$ cat src/rtl/forward_hazard_unit_pkg.sv
// Shared types and constants for the forwarding / load-use hazard unit.
//   - Forward select encodings driven to the EX-stage 3:1 operand muxes
//   - stageRec_t: one shadow pipeline stage record of register tags
//   - BUBBLE: the all-zero, invalid stage record
//   - fwdSelect: select logic shared by operand A and operand B
package forward_hazard_unit_pkg;

  localparam int REG_W = 5;

  localparam logic [1:0] FWD_REGFILE = 2'b00;
  localparam logic [1:0] FWD_MEMWB   = 2'b01;
  localparam logic [1:0] FWD_EXMEM   = 2'b10;

  typedef struct packed {
    logic             valid;
    logic [REG_W-1:0] rs;
    logic [REG_W-1:0] rt;
    logic [REG_W-1:0] dest;
    logic             regWrite;
    logic             memRead;
  } stageRec_t;

  localparam stageRec_t BUBBLE = '0;

  // EX/MEM is checked first because it holds the younger producer.
  // A load sitting in EX/MEM has no data yet, so a match there selects
  // the register file rather than falling through to MEM/WB.
  function automatic logic [1:0] fwdSelect(
    input logic             consumerValid,
    input logic [REG_W-1:0] src,
    input stageRec_t        exMem,
    input stageRec_t        memWb
  );
    logic [1:0] sel;
    sel = FWD_REGFILE;
    if (consumerValid) begin
      if (exMem.valid && exMem.regWrite && (exMem.dest != '0) && (exMem.dest == src)) begin
        sel = exMem.memRead ? FWD_REGFILE : FWD_EXMEM;
      end else if (memWb.valid && memWb.regWrite && (memWb.dest != '0) && (memWb.dest == src)) begin
        sel = FWD_MEMWB;
      end
    end
    return sel;
  endfunction

endpackage

$ cat src/rtl/forward_hazard_unit_if.sv
// Decode-stage fields into the hazard unit and forward/stall results out.
//   master: the core (drives Id* and Flush, reads selects and Stall)
//   slave : the hazard unit
//   CNT_W : width of the saturating stall counter
interface forward_hazard_unit_if #(parameter int CNT_W = 16);
  import forward_hazard_unit_pkg::*;

  logic             IdValid;
  logic [REG_W-1:0] IdRs;
  logic [REG_W-1:0] IdRt;
  logic [REG_W-1:0] IdDest;
  logic             IdRegWrite;
  logic             IdMemRead;
  logic             Flush;
  logic [1:0]       ForwardA;
  logic [1:0]       ForwardB;
  logic             Stall;
  logic [CNT_W-1:0] StallCount;

  modport master (
    output IdValid, IdRs, IdRt, IdDest, IdRegWrite, IdMemRead, Flush,
    input  ForwardA, ForwardB, Stall, StallCount
  );

  modport slave (
    input  IdValid, IdRs, IdRt, IdDest, IdRegWrite, IdMemRead, Flush,
    output ForwardA, ForwardB, Stall, StallCount
  );

endinterface

$ cat src/rtl/forward_hazard_unit_fwd_stage_reg.sv
// One shadow pipeline stage register of register tags.
//   Clk   : core clock
//   Reset : synchronous, active-high; loads BUBBLE
//   dIn   : record entering the stage
//   qOut  : record held by the stage
module fwd_stage_reg
  import forward_hazard_unit_pkg::*;
(
  input  logic      Clk,
  input  logic      Reset,
  input  stageRec_t dIn,
  output stageRec_t qOut
);

  always_ff @(posedge Clk) begin
    if (Reset) qOut <= BUBBLE;
    else       qOut <= dIn;
  end

endmodule

$ cat src/rtl/forward_hazard_unit.sv
// Forwarding select generation and load-use hazard detection.
// Tracks ID/EX, EX/MEM and MEM/WB register tags in its own shadow
// pipeline so the core only has to present decode-stage fields.
//   Clk    : core clock
//   Reset  : synchronous, active-high
//   hazIf  : slave side of forward_hazard_unit_if
//            in : IdValid, IdRs, IdRt, IdDest, IdRegWrite, IdMemRead, Flush
//            out: ForwardA, ForwardB, Stall, StallCount
module forward_hazard_unit
  import forward_hazard_unit_pkg::*;
#(
  parameter int CNT_W = 16
) (
  input  logic                  Clk,
  input  logic                  Reset,
  forward_hazard_unit_if.slave  hazIf
);

  localparam logic [CNT_W-1:0] CNT_MAX = '1;

  stageRec_t idRecNext;
  stageRec_t idEx;
  stageRec_t exMem;
  stageRec_t memWb;
  logic      stall;
  logic [CNT_W-1:0] stallCnt;

  // Flush overrides the load-use check, so a killed consumer never stalls.
  always_comb begin
    stall = hazIf.IdValid && !hazIf.Flush
         && idEx.valid && idEx.memRead && (idEx.dest != '0)
         && ((idEx.dest == hazIf.IdRs) || (idEx.dest == hazIf.IdRt));
  end

  // On a stall the ID instruction stays in IF/ID and a bubble enters EX.
  always_comb begin
    idRecNext = BUBBLE;
    if (hazIf.IdValid && !stall && !hazIf.Flush) begin
      idRecNext.valid    = 1'b1;
      idRecNext.rs       = hazIf.IdRs;
      idRecNext.rt       = hazIf.IdRt;
      idRecNext.dest     = hazIf.IdDest;
      idRecNext.regWrite = hazIf.IdRegWrite;
      idRecNext.memRead  = hazIf.IdMemRead;
    end
  end

  fwd_stage_reg uIdEx  (.Clk(Clk), .Reset(Reset), .dIn(idRecNext), .qOut(idEx));
  fwd_stage_reg uExMem (.Clk(Clk), .Reset(Reset), .dIn(idEx),      .qOut(exMem));
  fwd_stage_reg uMemWb (.Clk(Clk), .Reset(Reset), .dIn(exMem),     .qOut(memWb));

  always_ff @(posedge Clk) begin
    if (Reset)                            stallCnt <= '0;
    else if (stall && stallCnt != CNT_MAX) stallCnt <= stallCnt + 1'b1;
  end

  assign hazIf.ForwardA   = fwdSelect(idEx.valid, idEx.rs, exMem, memWb);
  assign hazIf.ForwardB   = fwdSelect(idEx.valid, idEx.rt, exMem, memWb);
  assign hazIf.Stall      = stall;
  assign hazIf.StallCount = stallCnt;

endmodule

$ cat src/flat_wrapper.sv
// flat-port wrapper written by rule: the top's interface ports become plain ports
module forward_hazard_unit_flat import forward_hazard_unit_pkg::*;
#(
  parameter int CNT_W = 16
)
  (Clk, Reset, hazIf_IdValid, hazIf_IdRs, hazIf_IdRt, hazIf_IdDest, hazIf_IdRegWrite, hazIf_IdMemRead, hazIf_Flush, hazIf_ForwardA, hazIf_ForwardB, hazIf_Stall, hazIf_StallCount);
  forward_hazard_unit_if #(.CNT_W(CNT_W)) hazIf_i ();
  input  logic Clk;
  input  logic Reset;
  input wire logic [$bits(hazIf_i.IdValid)-1:0] hazIf_IdValid;
  input wire logic [$bits(hazIf_i.IdRs)-1:0] hazIf_IdRs;
  input wire logic [$bits(hazIf_i.IdRt)-1:0] hazIf_IdRt;
  input wire logic [$bits(hazIf_i.IdDest)-1:0] hazIf_IdDest;
  input wire logic [$bits(hazIf_i.IdRegWrite)-1:0] hazIf_IdRegWrite;
  input wire logic [$bits(hazIf_i.IdMemRead)-1:0] hazIf_IdMemRead;
  input wire logic [$bits(hazIf_i.Flush)-1:0] hazIf_Flush;
  output wire logic [$bits(hazIf_i.ForwardA)-1:0] hazIf_ForwardA;
  output wire logic [$bits(hazIf_i.ForwardB)-1:0] hazIf_ForwardB;
  output wire logic [$bits(hazIf_i.Stall)-1:0] hazIf_Stall;
  output wire logic [$bits(hazIf_i.StallCount)-1:0] hazIf_StallCount;
  assign hazIf_i.IdValid = hazIf_IdValid;
  assign hazIf_i.IdRs = hazIf_IdRs;
  assign hazIf_i.IdRt = hazIf_IdRt;
  assign hazIf_i.IdDest = hazIf_IdDest;
  assign hazIf_i.IdRegWrite = hazIf_IdRegWrite;
  assign hazIf_i.IdMemRead = hazIf_IdMemRead;
  assign hazIf_i.Flush = hazIf_Flush;
  assign hazIf_ForwardA = hazIf_i.ForwardA;
  assign hazIf_ForwardB = hazIf_i.ForwardB;
  assign hazIf_Stall = hazIf_i.Stall;
  assign hazIf_StallCount = hazIf_i.StallCount;
  forward_hazard_unit #(.CNT_W(CNT_W)) u_core (.Clk(Clk), .Reset(Reset), .hazIf(hazIf_i));
endmodule
$ cat config.mk
export PLATFORM = sky130hd
export DESIGN_NAME = forward_hazard_unit_flat
export DESIGN_NICKNAME = d
export VERILOG_FILES = /design/src/rtl/forward_hazard_unit_pkg.sv /design/src/rtl/forward_hazard_unit_if.sv /design/src/rtl/forward_hazard_unit_fwd_stage_reg.sv /design/src/rtl/forward_hazard_unit.sv /design/src/flat_wrapper.sv
export SDC_FILE = /design/constraint.sdc
export NUM_CORES = 1
export LEC_CHECK = 0
export ABC_AREA = 1
export BUFFER_PORTS_ARGS = -buffer_cell sky130_fd_sc_hd__buf_4
export CORE_AREA = 2 2 86 88
export CTS_BUF_LIST = sky130_fd_sc_hd__clkbuf_2 sky130_fd_sc_hd__clkbuf_4 sky130_fd_sc_hd__clkbuf_8
export CTS_CLUSTER_DIAMETER = 60
export DETAILED_ROUTE_END_ITERATION = 10
export DIE_AREA = 0 0 88 90
export PLACE_DENSITY = 0.53
export SYNTH_ARGS = -nofsm -noshare
export SYNTH_HDL_FRONTEND = slang
export SYNTH_SLANG_ARGS = --single-unit
$ cat constraint.sdc
create_clock -name Clk -period 3.5 [get_ports Clk]
set_input_delay 0.7 -clock Clk [delete_from_list [all_inputs] [get_ports Clk]]
set_output_delay 0.7 -clock Clk [all_outputs]
set_load 0.01 [all_outputs]
==> flow_metrics.tcl <==
set metrics [dict create \
    grt_use_total_pct 15.1 \
    area_growth_pct 20.9 \
    cts.repair.resized 0 \
    syn_area_per_cell_um2 6.73 \
    n_antenna_cell 0 \
    tightest_slew_ns 0.678 \
    cp-endpoint "hazIf_ForwardA[1]" \
    final_common_cell "nand2_1" \
    final_area_um2 2990 \
    setup_viol 0 \
    rsz0062_at_grt "false" \
    final_layout_size_suffix_gt1_share_pct 15.4 \
    timing.final.ws_setup_ns 1.18 \
    die_h_um 90 \
    num_vias 2259 \
    slowest_stage "nor4_1" \
    path_buf_inv 2 \
    rows 31 \
    synth_warnings 0 \
    critPathRequiredTime_ns 2.80 \
    synth_area_leaders "dfxtp_1 40%, nand2_1 12%, inv_1 10%" \
    cp_top_family "simple AND/OR/NAND/NOR gates" \
    leakagePower_nw 1.46 \
    core-area_um2 7020 \
    outcome "completed" \
    multi_input_area_um2 1180 \
    path_depth 6 \
    synthesis.nets 390 \
    seqCellArea_um2 981 \
    clk_pin_slew_worst_paths_ns 0.09 \
    ys_types 34 \
    clockBufferDepth 2 \
    crit_fanout 4 \
    min_period_ns 2.32 \
    placed_area_um2 2860 \
    hpwlAfterDp_um 4130 \
    grt_max_degree 27 \
    grt_pass1_vias 2096 \
    rr_worst_depth 8 \
    pin_count 42 \
    fmax_mhz 430 \
    fill_cells 753 \
    dieArea_um2 7920 \
    h-tree-depth 2 \
    final.period_utilization_pct 66.4 \
    cp-start-kind "register" \
    drt-total-wl_um 5490 \
    cts_tree "built" \
    syn_area_um2 2470 \
    cts_buffers 5 \
    first_pass_iters 4 \
    drcViolationCount 0 \
    power_mw 1.13 \
    wl_per_cell_um 10.8 \
    port_buffers 41 \
    crit_type "register to primary output" \
    slew_headroom_pct 54.8 \
    layout_common_cells "81 x nand2_1, 67 x inv_1, 63 x nor2_1, 49 x dfxtp_1, 41 x buf_4" \
    r2r_slack_ns 1.60 \
    crit_path_end_kind "primary output" \
    seq_area_frac_synth_pct 39.6 \
    place_ws_ns 1.20 \
    finalMaxSlewViolations 0 \
    vias_per_cell 4.45 \
    crit_start "u_core.uExMem.qOut[3]$_SDFF_PP0_" \
    antenna_left 0 \
    r2r-start "u_core.uIdEx.qOut[17]$_SDFF_PP0_" \
    hold_class "register to register" \
    overflow 0 \
    cpPeakStageDelay_ns 0.39 \
    maxCapViolCount 0 \
    ys_ff_latch 49 \
    ctsRootBufferMaster "clkbuf_8" \
    yosysTopAreaCell "dfxtp_1" \
    cts_hold_buf 0 \
    skew_ns 0.00331 \
    worstReg2RegEnd "u_core.hazIf.StallCount[1]$_SDFFE_PP0P_" \
    power_density_nw_per_um2 379 \
    clock_sinks 49 \
    synthCells 368 \
    antenna_found_initial 0 \
    hold_violations 0 \
    nets 430 \
    initial_core_util_pct 35.3 \
    fin_tns_setup_ns 0 \
    drt_iter0_markers 95 \
    gp_congestion 0.834 \
    worst_ir_drop_vdd_uv 168 \
    post_cts_buffers 0 \
    path_cells "inv_1, nand2_1, nand4_1, nor4_1, and2_1, buf_4" \
    grt_pass1_wl_um 9580 \
    synth_top_area_share_pct 39.6 \
    die_w_um 88 \
    cp.arrival_ns 1.62 \
    insertion_delay_ns 0.30 \
]
-- power breakdown --
group          internal (mW)  switching (mW)  total [mW]
Clock                  0.288           0.204       0.492
Combinational         0.0313          0.0388      0.0702
Sequential             0.565         0.00686       0.572
Total                  0.885           0.250        1.13
-- logic make-up after synthesis --
| kind of cell | after synthesis | share of synthesized area, % |
|---|---|---|
| AO/OA/AOI/OAI | 20 | 4.65 |
| XOR/XNOR | 17 | 6.02 |
| adder cells (fa/ha/maj) | 1 | 0.505 |
| buffers and inverters | 79 | 12.8 |
| flip-flops | 49 | 39.6 |
| AND/OR/NAND/NOR | 202 | 36.4 |
-- metrics by stage --
step / util [%] / hold slack [ns] / std cells
2_1_floorplan: - / 0.388 / 368
3_3_place_gp: 40.7 / 0.396 / 500
3_5_place_dp: 40.7 / 0.395 / 500
4_1_cts: 42.6 / 0.409 / 508
5_1_grt: 42.6 / 0.441 / 508
6_report: 42.6 / 0.407 / 508
-- sequential cells by signal (all words and copies together) (netlist names) --
name	flops
u_core.uMemWb.qOut	7
u_core.uExMem.qOut	8
u_core.uIdEx.qOut	18
u_core.hazIf.StallCount	16
-- final cells by class --
type / count / share of cell area, %
Multi-Input combinational cell: 240 / 39.3
Sequential cell: 49 / 32.8
Timing Repair Buffer: 41 / 10.3
Inverter: 71 / 8.90
Tap cell: 99 / 4.14
Clock buffer: 5 / 2.30
Clock inverter: 3 / 2.30
-- worst min-delay path by stage --
stage | from | end | slack [ns] | cells past startpoint
6_report | u_core.uIdEx.qOut[1]$_SDFF_PP0_ | u_core.uExMem.qOut[1]$_SDFF_PP0_ | 0.41 | 2
4_1_cts | u_core.uIdEx.qOut[1]$_SDFF_PP0_ | u_core.uExMem.qOut[1]$_SDFF_PP0_ | 0.41 | 2
3_5_place_dp | u_core.uIdEx.qOut[1]$_SDFF_PP0_ | u_core.uExMem.qOut[1]$_SDFF_PP0_ | 0.40 | 2
3_3_place_gp | u_core.uIdEx.qOut[1]$_SDFF_PP0_ | u_core.uExMem.qOut[1]$_SDFF_PP0_ | 0.40 | 2
2_1_floorplan | u_core.uIdEx.qOut[1]$_SDFF_PP0_ | u_core.uExMem.qOut[1]$_SDFF_PP0_ | 0.39 | 2
5_1_grt | u_core.uIdEx.qOut[1]$_SDFF_PP0_ | u_core.uExMem.qOut[1]$_SDFF_PP0_ | 0.44 | 2
-- cell usage after synthesis --
cell / n
a21oi_1: 11
and3_1: 1
nand4_2: 1
and2_1: 1
clkbuf_1: 3
ha_1: 1
nor3_1: 4
a31oi_1: 1
o21ai_0: 1
a221oi_1: 1
nand4_1: 22
nand2_4: 1
nand2_2: 1
buf_4: 1
buf_6: 2
or2_2: 1
xor2_1: 11
dfxtp_1: 49
nand2_1: 81
nand3_2: 1
a211oi_1: 1
inv_1: 67
buf_2: 2
inv_2: 4
nor4_1: 2
o21ai_1: 1
nor2_2: 3
o22ai_1: 3
a21oi_2: 1
nor2_4: 1
nand3_1: 17
nand3b_1: 2
nor2_1: 63
xnor2_1: 6
-- per-layer routing --
layer	share of wire, %	global-route usage [%]	up-vias
met4	1.5	5.13	0
met3	4.7	3.12	6
li1	-	-	1217
met2	44	22.2	49
met5	0	0	-
met1	50	21.8	987
-- worst reg2reg max path: stages, from the launching register on --
cell and delay [ns]:
dfxtp_1 0.36, inv_1 0.11, nor3_1 0.19, o21ai_1 0.12, inv_1 0.51, nand3_1 0.30, nand2_1 0.12, nand2_1 0.05
nor2_1 0.09
Note: power is estimated with default switching activity, not from simulation.
